## config.mk

```make
export PLATFORM = sky130hd
export DESIGN_NAME = dcache_axi_write_master
export DESIGN_NICKNAME = d
export VERILOG_FILES = /design/src/rtl/dcache_axi_write_master.sv
export SDC_FILE = /design/constraint.sdc
export NUM_CORES = 1
export LEC_CHECK = 0
export ABC_AREA = 1
export BUFFER_PORTS_ARGS = -buffer_cell sky130_fd_sc_hd__buf_2
export CAP_MARGIN = 10
export CORE_ASPECT_RATIO = 2
export CORE_MARGIN = 2
export CORE_UTILIZATION = 55
export CTS_BUF_LIST = sky130_fd_sc_hd__clkbuf_8 sky130_fd_sc_hd__clkbuf_16
export CTS_CLUSTER_SIZE = 40
export DETAILED_ROUTE_END_ITERATION = 7
export PLACE_DENSITY = 0.92
export SKIP_LAST_GASP = 1
export SLEW_MARGIN = 20
export SYNTH_ARGS = -nofsm -noshare
export SYNTH_HDL_FRONTEND = slang
export SYNTH_SLANG_ARGS = --single-unit
export TNS_END_PERCENT = 5
```

## constraint.sdc

```tcl
create_clock -name clk -period 3.6 [get_ports clk]
set_input_delay 0.36 -clock clk [delete_from_list [all_inputs] [get_ports clk]]
set_output_delay 0.36 -clock clk [all_outputs]
set_load 0.01 [all_outputs]
```

## src/rtl/dcache_axi_write_master.sv

```systemverilog
// dcache_axi_write_master: drains one dirty cache line from the write buffer as a single AXI4 INCR write burst.
// Latency: request to mem_bvalid_o pulse is 12 cycles minimum with a zero-wait slave (11 with AXI_AW_W_OVERLAP_EN).
// Backpressure: awvalid_o/wvalid_o are held until their handshake; mem_wen_i is only sampled in IDLE.
//
// Ports:
//   clk, rst                 clock; asynchronous active-low reset
//   mem_wen_i/awaddr/wdata   write-buffer request (level), line address, full line data
//   mem_bvalid_o, busy_o     one-cycle completion pulse; transaction in flight
//   aw*/w*/b*                AXI4 write address, write data and write response channels
//
// Optional feature macro: AXI_AW_W_OVERLAP_EN
//   defined   -> AW and W are issued together and their handshakes are tracked independently
//   undefined -> strict AW-then-W ordering
module dcache_axi_write_master #(
  parameter int         LINE_WORDS = 8,
  parameter int         ADDR_W     = 32,
  parameter int         DATA_W     = 32,
  parameter logic [3:0] AXI_ID     = 4'b0001
) (
  input  logic                         clk,
  input  logic                         rst,
  input  logic                         mem_wen_i,
  input  logic [ADDR_W-1:0]            mem_awaddr_i,
  input  logic [LINE_WORDS*DATA_W-1:0] mem_wdata_i,
  output logic                         mem_bvalid_o,
  output logic                         busy_o,
  output logic [3:0]                   awid_o,
  output logic [ADDR_W-1:0]            awaddr_o,
  output logic [7:0]                   awlen_o,
  output logic [2:0]                   awsize_o,
  output logic [1:0]                   awburst_o,
  output logic                         awvalid_o,
  input  logic                         awready_i,
  output logic [DATA_W-1:0]            wdata_o,
  output logic [3:0]                   wstrb_o,
  output logic                         wlast_o,
  output logic                         wvalid_o,
  input  logic                         wready_i,
  input  logic [1:0]                   bresp_i,
  input  logic                         bvalid_i,
  output logic                         bready_o
);

  localparam int                BEAT_W    = (LINE_WORDS > 1) ? $clog2(LINE_WORDS) : 1;
  localparam logic [BEAT_W-1:0] LAST_BEAT = BEAT_W'(LINE_WORDS - 1);

  typedef enum logic [2:0] {
    IDLE,
    ADDR,
    DATA,
    RESP,
    DONE
  } state_t;

  state_t                       r_state;
  state_t                       w_next;
  logic [BEAT_W-1:0]            r_beat;
  logic [ADDR_W-1:0]            r_awaddr;
  logic [LINE_WORDS*DATA_W-1:0] r_line;

  logic w_accept;
  logic w_aw_hs;
  logic w_w_hs;
  logic w_last_hs;

  // The write response code carries no information this block acts on.
  logic w_unused;
  assign w_unused = ^bresp_i;

  assign w_accept  = (r_state == IDLE) && mem_wen_i;
  assign w_aw_hs   = awvalid_o && awready_i;
  assign w_w_hs    = wvalid_o && wready_i;
  assign w_last_hs = w_w_hs && (r_beat == LAST_BEAT);

`ifdef AXI_AW_W_OVERLAP_EN
  // Each channel retires independently inside DATA; a flag remembers the
  // handshake so the channel's valid drops and stays low until RESP.
  logic r_aw_done;
  logic r_w_done;

  assign awvalid_o = (r_state == DATA) && !r_aw_done;
  assign wvalid_o  = (r_state == DATA) && !r_w_done;

  always_ff @(posedge clk or negedge rst) begin
    if (!rst) begin
      r_aw_done <= 1'b0;
      r_w_done  <= 1'b0;
    end else if (w_accept) begin
      r_aw_done <= 1'b0;
      r_w_done  <= 1'b0;
    end else begin
      if (w_aw_hs)   r_aw_done <= 1'b1;
      if (w_last_hs) r_w_done  <= 1'b1;
    end
  end
`else
  assign awvalid_o = (r_state == ADDR);
  assign wvalid_o  = (r_state == DATA);
`endif

  // Constant AXI attributes: full-width INCR beats, all bytes enabled.
  assign awid_o    = AXI_ID;
  assign awlen_o   = 8'(LINE_WORDS - 1);
  assign awsize_o  = 3'b010;
  assign awburst_o = 2'b01;
  assign wstrb_o   = 4'hF;

  assign awaddr_o     = r_awaddr;
  assign wdata_o      = r_line[r_beat*DATA_W +: DATA_W];
  assign wlast_o      = (r_beat == LAST_BEAT);
  assign bready_o     = (r_state == RESP);
  assign mem_bvalid_o = (r_state == DONE);
  assign busy_o       = (r_state != IDLE);

  always_ff @(posedge clk or negedge rst) begin
    if (!rst) begin
      r_state <= IDLE;
    end else begin
      r_state <= w_next;
    end
  end

  always_comb begin
    w_next = r_state;
    case (r_state)
      IDLE: begin
        if (mem_wen_i) begin
`ifdef AXI_AW_W_OVERLAP_EN
          w_next = DATA;
`else
          w_next = ADDR;
`endif
        end
      end
      ADDR: begin
        if (w_aw_hs) w_next = DATA;
      end
      DATA: begin
`ifdef AXI_AW_W_OVERLAP_EN
        // Either channel may finish first; a same-cycle handshake counts too.
        if ((r_aw_done || w_aw_hs) && (r_w_done || w_last_hs)) w_next = RESP;
`else
        if (w_last_hs) w_next = RESP;
`endif
      end
      RESP: begin
        if (bvalid_i) w_next = DONE;
      end
      DONE: begin
        // mem_wen_i is deliberately ignored here: the buffer is still
        // reacting to this cycle's completion pulse.
        w_next = IDLE;
      end
      default: begin
        w_next = IDLE;
      end
    endcase
  end

  // The line is captured at acceptance so the buffer can rewrite its entry
  // while the burst is still in flight.
  always_ff @(posedge clk or negedge rst) begin
    if (!rst) begin
      r_awaddr <= '0;
      r_line   <= '0;
      r_beat   <= '0;
    end else if (w_accept) begin
      r_awaddr <= mem_awaddr_i;
      r_line   <= mem_wdata_i;
      r_beat   <= '0;
    end else if (w_w_hs) begin
      r_beat <= (r_beat == LAST_BEAT) ? '0 : r_beat + 1'b1;
    end
  end

endmodule

```

==> results.txt <==
----------------------------------------------------
[Detailed routing]
  Final routed wire length divided by cell count ... 16.31 um
  # DRC ... 0
  Number of nets with antenna violations after routing ... 0
  First-iteration detailed-routing DRC count ... 1209
  DRT Pass-1 Iters ... 5
  Vias after detailed routing ... 13210
  WL final ... 42040 um
  Via-per-instance ratio ... 5.125

[Worst hold path]
  Tightest Hold Check Type ... primary input to flop
  Hold path startpoint ... mem_awaddr_i[18]

[STA]
  Final hold viol count ... 0
  Achievable frequency ... 314.4 MHz
  RSZ-0062 raised after global routing ... no
  Worst Slack Setup Final ... 419.7 ps
  Post-route worst hold slack ... 39.09 ps
  Aggregate negative setup slack ... 0 ps
  Normalized max-slew margin ... 35.55%
  Share of the clock period used by the worst path ... 88.34%
  Max Transition Viols Final ... 0
  Tmin final ... 3180 ps
  Clock tree skew after final layout ... 12.25 ps
  Setup violation total in the final timing report ... 0
  Worst-margin pin slew ... 966.7 ps

[Clock tree]
  Number of buffers created by CTS ... 27
  CTS Sinks ... 294
  Total number of H-tree levels ... 1
  Clock-pin slew on the worst setup and hold paths ... 70 ps
  CTS tree ... yes
  Latest clock arrival within the worst-skew pair ... 540 ps
  Number of buffers on the longest clock path ... 3
  Clock root buffer ... sky130_fd_sc_hd__clkbuf_16

[Place]
  Placed Instance Area ... 0.01682 sq mm
  Half-perimeter wire length after placement ... 30010 um
  Worst setup slack before clock tree synthesis ... 1070 ps
  PortBufs ... 363
  Final Wtd Congestion ... 0.9512

[Synthesis]
  Synthesized cell area ... 0.01526 sq mm
  Async SR Flop Fraction ... 100.0%
  Most instantiated flip-flop cell in the synthesis netlist ... sky130_fd_sc_hd__dfrtp_1
  Distinct cells, synth ... 21
  Number of synthesized register bits ... 294
  Count of flip-flops with a built-in enable after synthesis ... 0
  Number of warning messages in the yosys log ... 0
  Mean instance size in the synthesized netlist ... 8.117 sq um
  Register area share after synthesis ... 48.21%
  Gate Count Post-Synth ... 1880

[Final layout]
  Count of nets after finishing ... 2485
  Relative area change from synthesis to final layout ... 16.60%
  Final design instance area without fill ... 0.01779 sq mm
  Layout fillers ... 2208
  Proportion of layout cells with a drive suffix above 1 ... 30.18%

[Critical path]
  Max Fanout on Critical Path ... 78
  Startpoint type of the worst setup path ... flop
  Max stage delay cell, worst path ... sky130_fd_sc_hd__buf_4
  Origin of the critical flop-to-flop path ... r_state[2]$_DFFE_PN0P_
  Crit path kind ... flop to output pin
  WP data arrival ... 2820 ps
  CP most frequent cell ... sky130_fd_sc_hd__nand2_1
  CP Cell Sequence ... buf_4 -> nor2_1 -> nor2_1 -> o21ai_0 -> nand2_1 -> nand2_1 -> nand2_1 -> buf_2
  Largest stage delay on the critical path ... 730 ps
  Crit path max-delay family ... buffers and inverters
  Crit path launch ... r_beat[0]$_DFFE_PN0P_
  Buffers and inverters on the worst path ... 2
  Crit path capture type ... output pin
  Data required time at the worst endpoint ... 3240 ps

[Power]
  Maximum ir drop on the vdd rail ... 0.6260 mV
  Standby leakage power ... 0.01009 uW
  Cell area power density ... 905.5 mW/mm^2

[Floorplan]
  Number of placement rows ... 86
  Initial cell density of the core ... 55.62%
  DIE AREA ... 0.02918 sq mm
  Y dimension of the die ... 239.6 um
  Boundary Pins ... 387
  Core Region ... 0.02744 sq mm
  Horiz. Die Dim ... 121.8 um

[Run status]
  Outcome ... finished, final reports clean

[Run]
  Max capacitance violation total ... 0

[GRT]
  Pin count of the biggest net entering global routing ... 152
  Antenna violations before repair ... 18
  Vias in the first global route ... 12870
  Total Routing Usage GR ... 28.79%
  Global route overflow ... 0
  First-pass GRT wire length ... 65140 um

----------------------------------------------------
cells by family (layout without fill, tap and decap cells):
group | Yosys count | count (layout) | share of synthesized area [%]
other cells | 2 | 40 | 0.04921
simple gates | 728 | 728 | 18.14
flops | 294 | 294 | 48.21
compound gates | 421 | 421 | 19.23
fa+ha+maj | 2 | 2 | 0.1639
buf+inv | 433 | 741 | 14.21
cells in the mapped netlist, types with 10 or more instances:
library cell	n	share of area [%]
sky130_fd_sc_hd__nand2_1	456	11
sky130_fd_sc_hd__inv_1	298	7.3
sky130_fd_sc_hd__dfrtp_1	294	48
sky130_fd_sc_hd__nor2_1	260	6.4
sky130_fd_sc_hd__o21ai_2	220	13
sky130_fd_sc_hd__o21ai_0	149	4.9
sky130_fd_sc_hd__buf_6	57	4.2
sky130_fd_sc_hd__o21ai_1	51	1.7
sky130_fd_sc_hd__buf_4	24	1.2
sky130_fd_sc_hd__clkbuf_1	22	0.54
sky130_fd_sc_hd__buf_2	20	0.66
sky130_fd_sc_hd__buf_1	10	0.25
state kept, by name (all words and copies together), names as in the netlist:
signal    count
r_line      256
r_state       3
r_beat        3
awaddr_o     32
final timing paths:
check	endpoint	slack, ps	cells past startpoint
worst min register to register	r_line[230]$_DFFE_PN0P_	480	2
worst max register to register	r_line[203]$_DFFE_PN0P_	1380	5
max in group asynchronous	r_line[34]$_DFFE_PN0P_	2150	3
worst max-delay path	wdata_o[23]	420	8
worst min-delay path	awaddr_o[18]$_DFFE_PN0P_	40	3
min in group asynchronous	awaddr_o[30]$_DFFE_PN0P_	450	2
routing by layer:
layer | vias up | track usage [%] | wire length [um]
met5 | - | 0 | 0
met4 | 0 | 22.19 | 3439
met3 | 156 | 2.810 | 2256
met2 | 598 | 45.81 | 20600
met1 | 6154 | 35.72 | 15750
li1 | 6305 | - | -
layout make-up:
cell class                 instances  area [sq um]  area share, %
clock inverter                    18         181.4          1.020
timing repair buffer             392          2097          11.78
clock buffer                      31         730.7          4.106
antenna                           19         47.55         0.2672
tap                              352         440.4          2.475
sequential                       294          7362          41.37
multi-input combinational       1172          5807          32.63
inverter                         300          1129          6.342
power by group:
part	total (uW)	leakage, uW	internal [uW]	switching [uW]
clock	2970	0.000456	1680	1290
combinational	7420	0.00596	2620	4810
sequential	5720	0.00367	4860	861
total	16100	0.0101	9150	6960
cell usage in the layout (no fill, tap or decap):
cell	instances
sky130_fd_sc_hd__dfrtp_1	292
sky130_fd_sc_hd__buf_8	1
sky130_fd_sc_hd__clkinvlp_4	3
sky130_fd_sc_hd__nor3_1	1
sky130_fd_sc_hd__or2_2	1
sky130_fd_sc_hd__o21ai_1	51
sky130_fd_sc_hd__nor2_4	1
sky130_fd_sc_hd__a22oi_1	1
sky130_fd_sc_hd__buf_12	4
sky130_fd_sc_hd__dlygate4sd3_1	1
sky130_fd_sc_hd__dfrtp_4	1
sky130_fd_sc_hd__inv_2	2
sky130_fd_sc_hd__diode_2	19
sky130_fd_sc_hd__clkbuf_16	27
sky130_fd_sc_hd__o21ai_2	220
sky130_fd_sc_hd__nor2_1	260
sky130_fd_sc_hd__inv_1	299
sky130_fd_sc_hd__o21ai_0	149
sky130_fd_sc_hd__conb_1	21
sky130_fd_sc_hd__inv_4	1
sky130_fd_sc_hd__buf_4	24
sky130_fd_sc_hd__clkbuf_8	4
sky130_fd_sc_hd__nand3_4	1
sky130_fd_sc_hd__clkinv_2	7
sky130_fd_sc_hd__nand2_1	456
sky130_fd_sc_hd__nand3_1	8
sky130_fd_sc_hd__inv_6	2
sky130_fd_sc_hd__clkinv_4	1
sky130_fd_sc_hd__dfrtp_2	1
sky130_fd_sc_hd__bufinv_16	3
sky130_fd_sc_hd__buf_2	362
sky130_fd_sc_hd__ha_1	2
stage by stage:
stage | power [uW] | util [%] | instances
CTS | 16150 | 64.68 | 2559
global route | 17310 | 64.84 | 2577
global placement | 12770 | 61.32 | 2509
detailed placement | 13100 | 61.32 | 2509
floorplan | 11040 | - | 1899
finish | 16110 | 64.85 | 2578
timing repair:
item	in CTS	in global routing
setup buffers	0	0
hold endpoints to repair	104	0
resized for setup	0	0
hold buffers	1	0
worst min-delay path: stages:
cell and delay (ps):
sky130_fd_sc_hd__buf_2 90, sky130_fd_sc_hd__inv_1 40, sky130_fd_sc_hd__o21ai_1 60
Power figures use the tool's default switching activity.
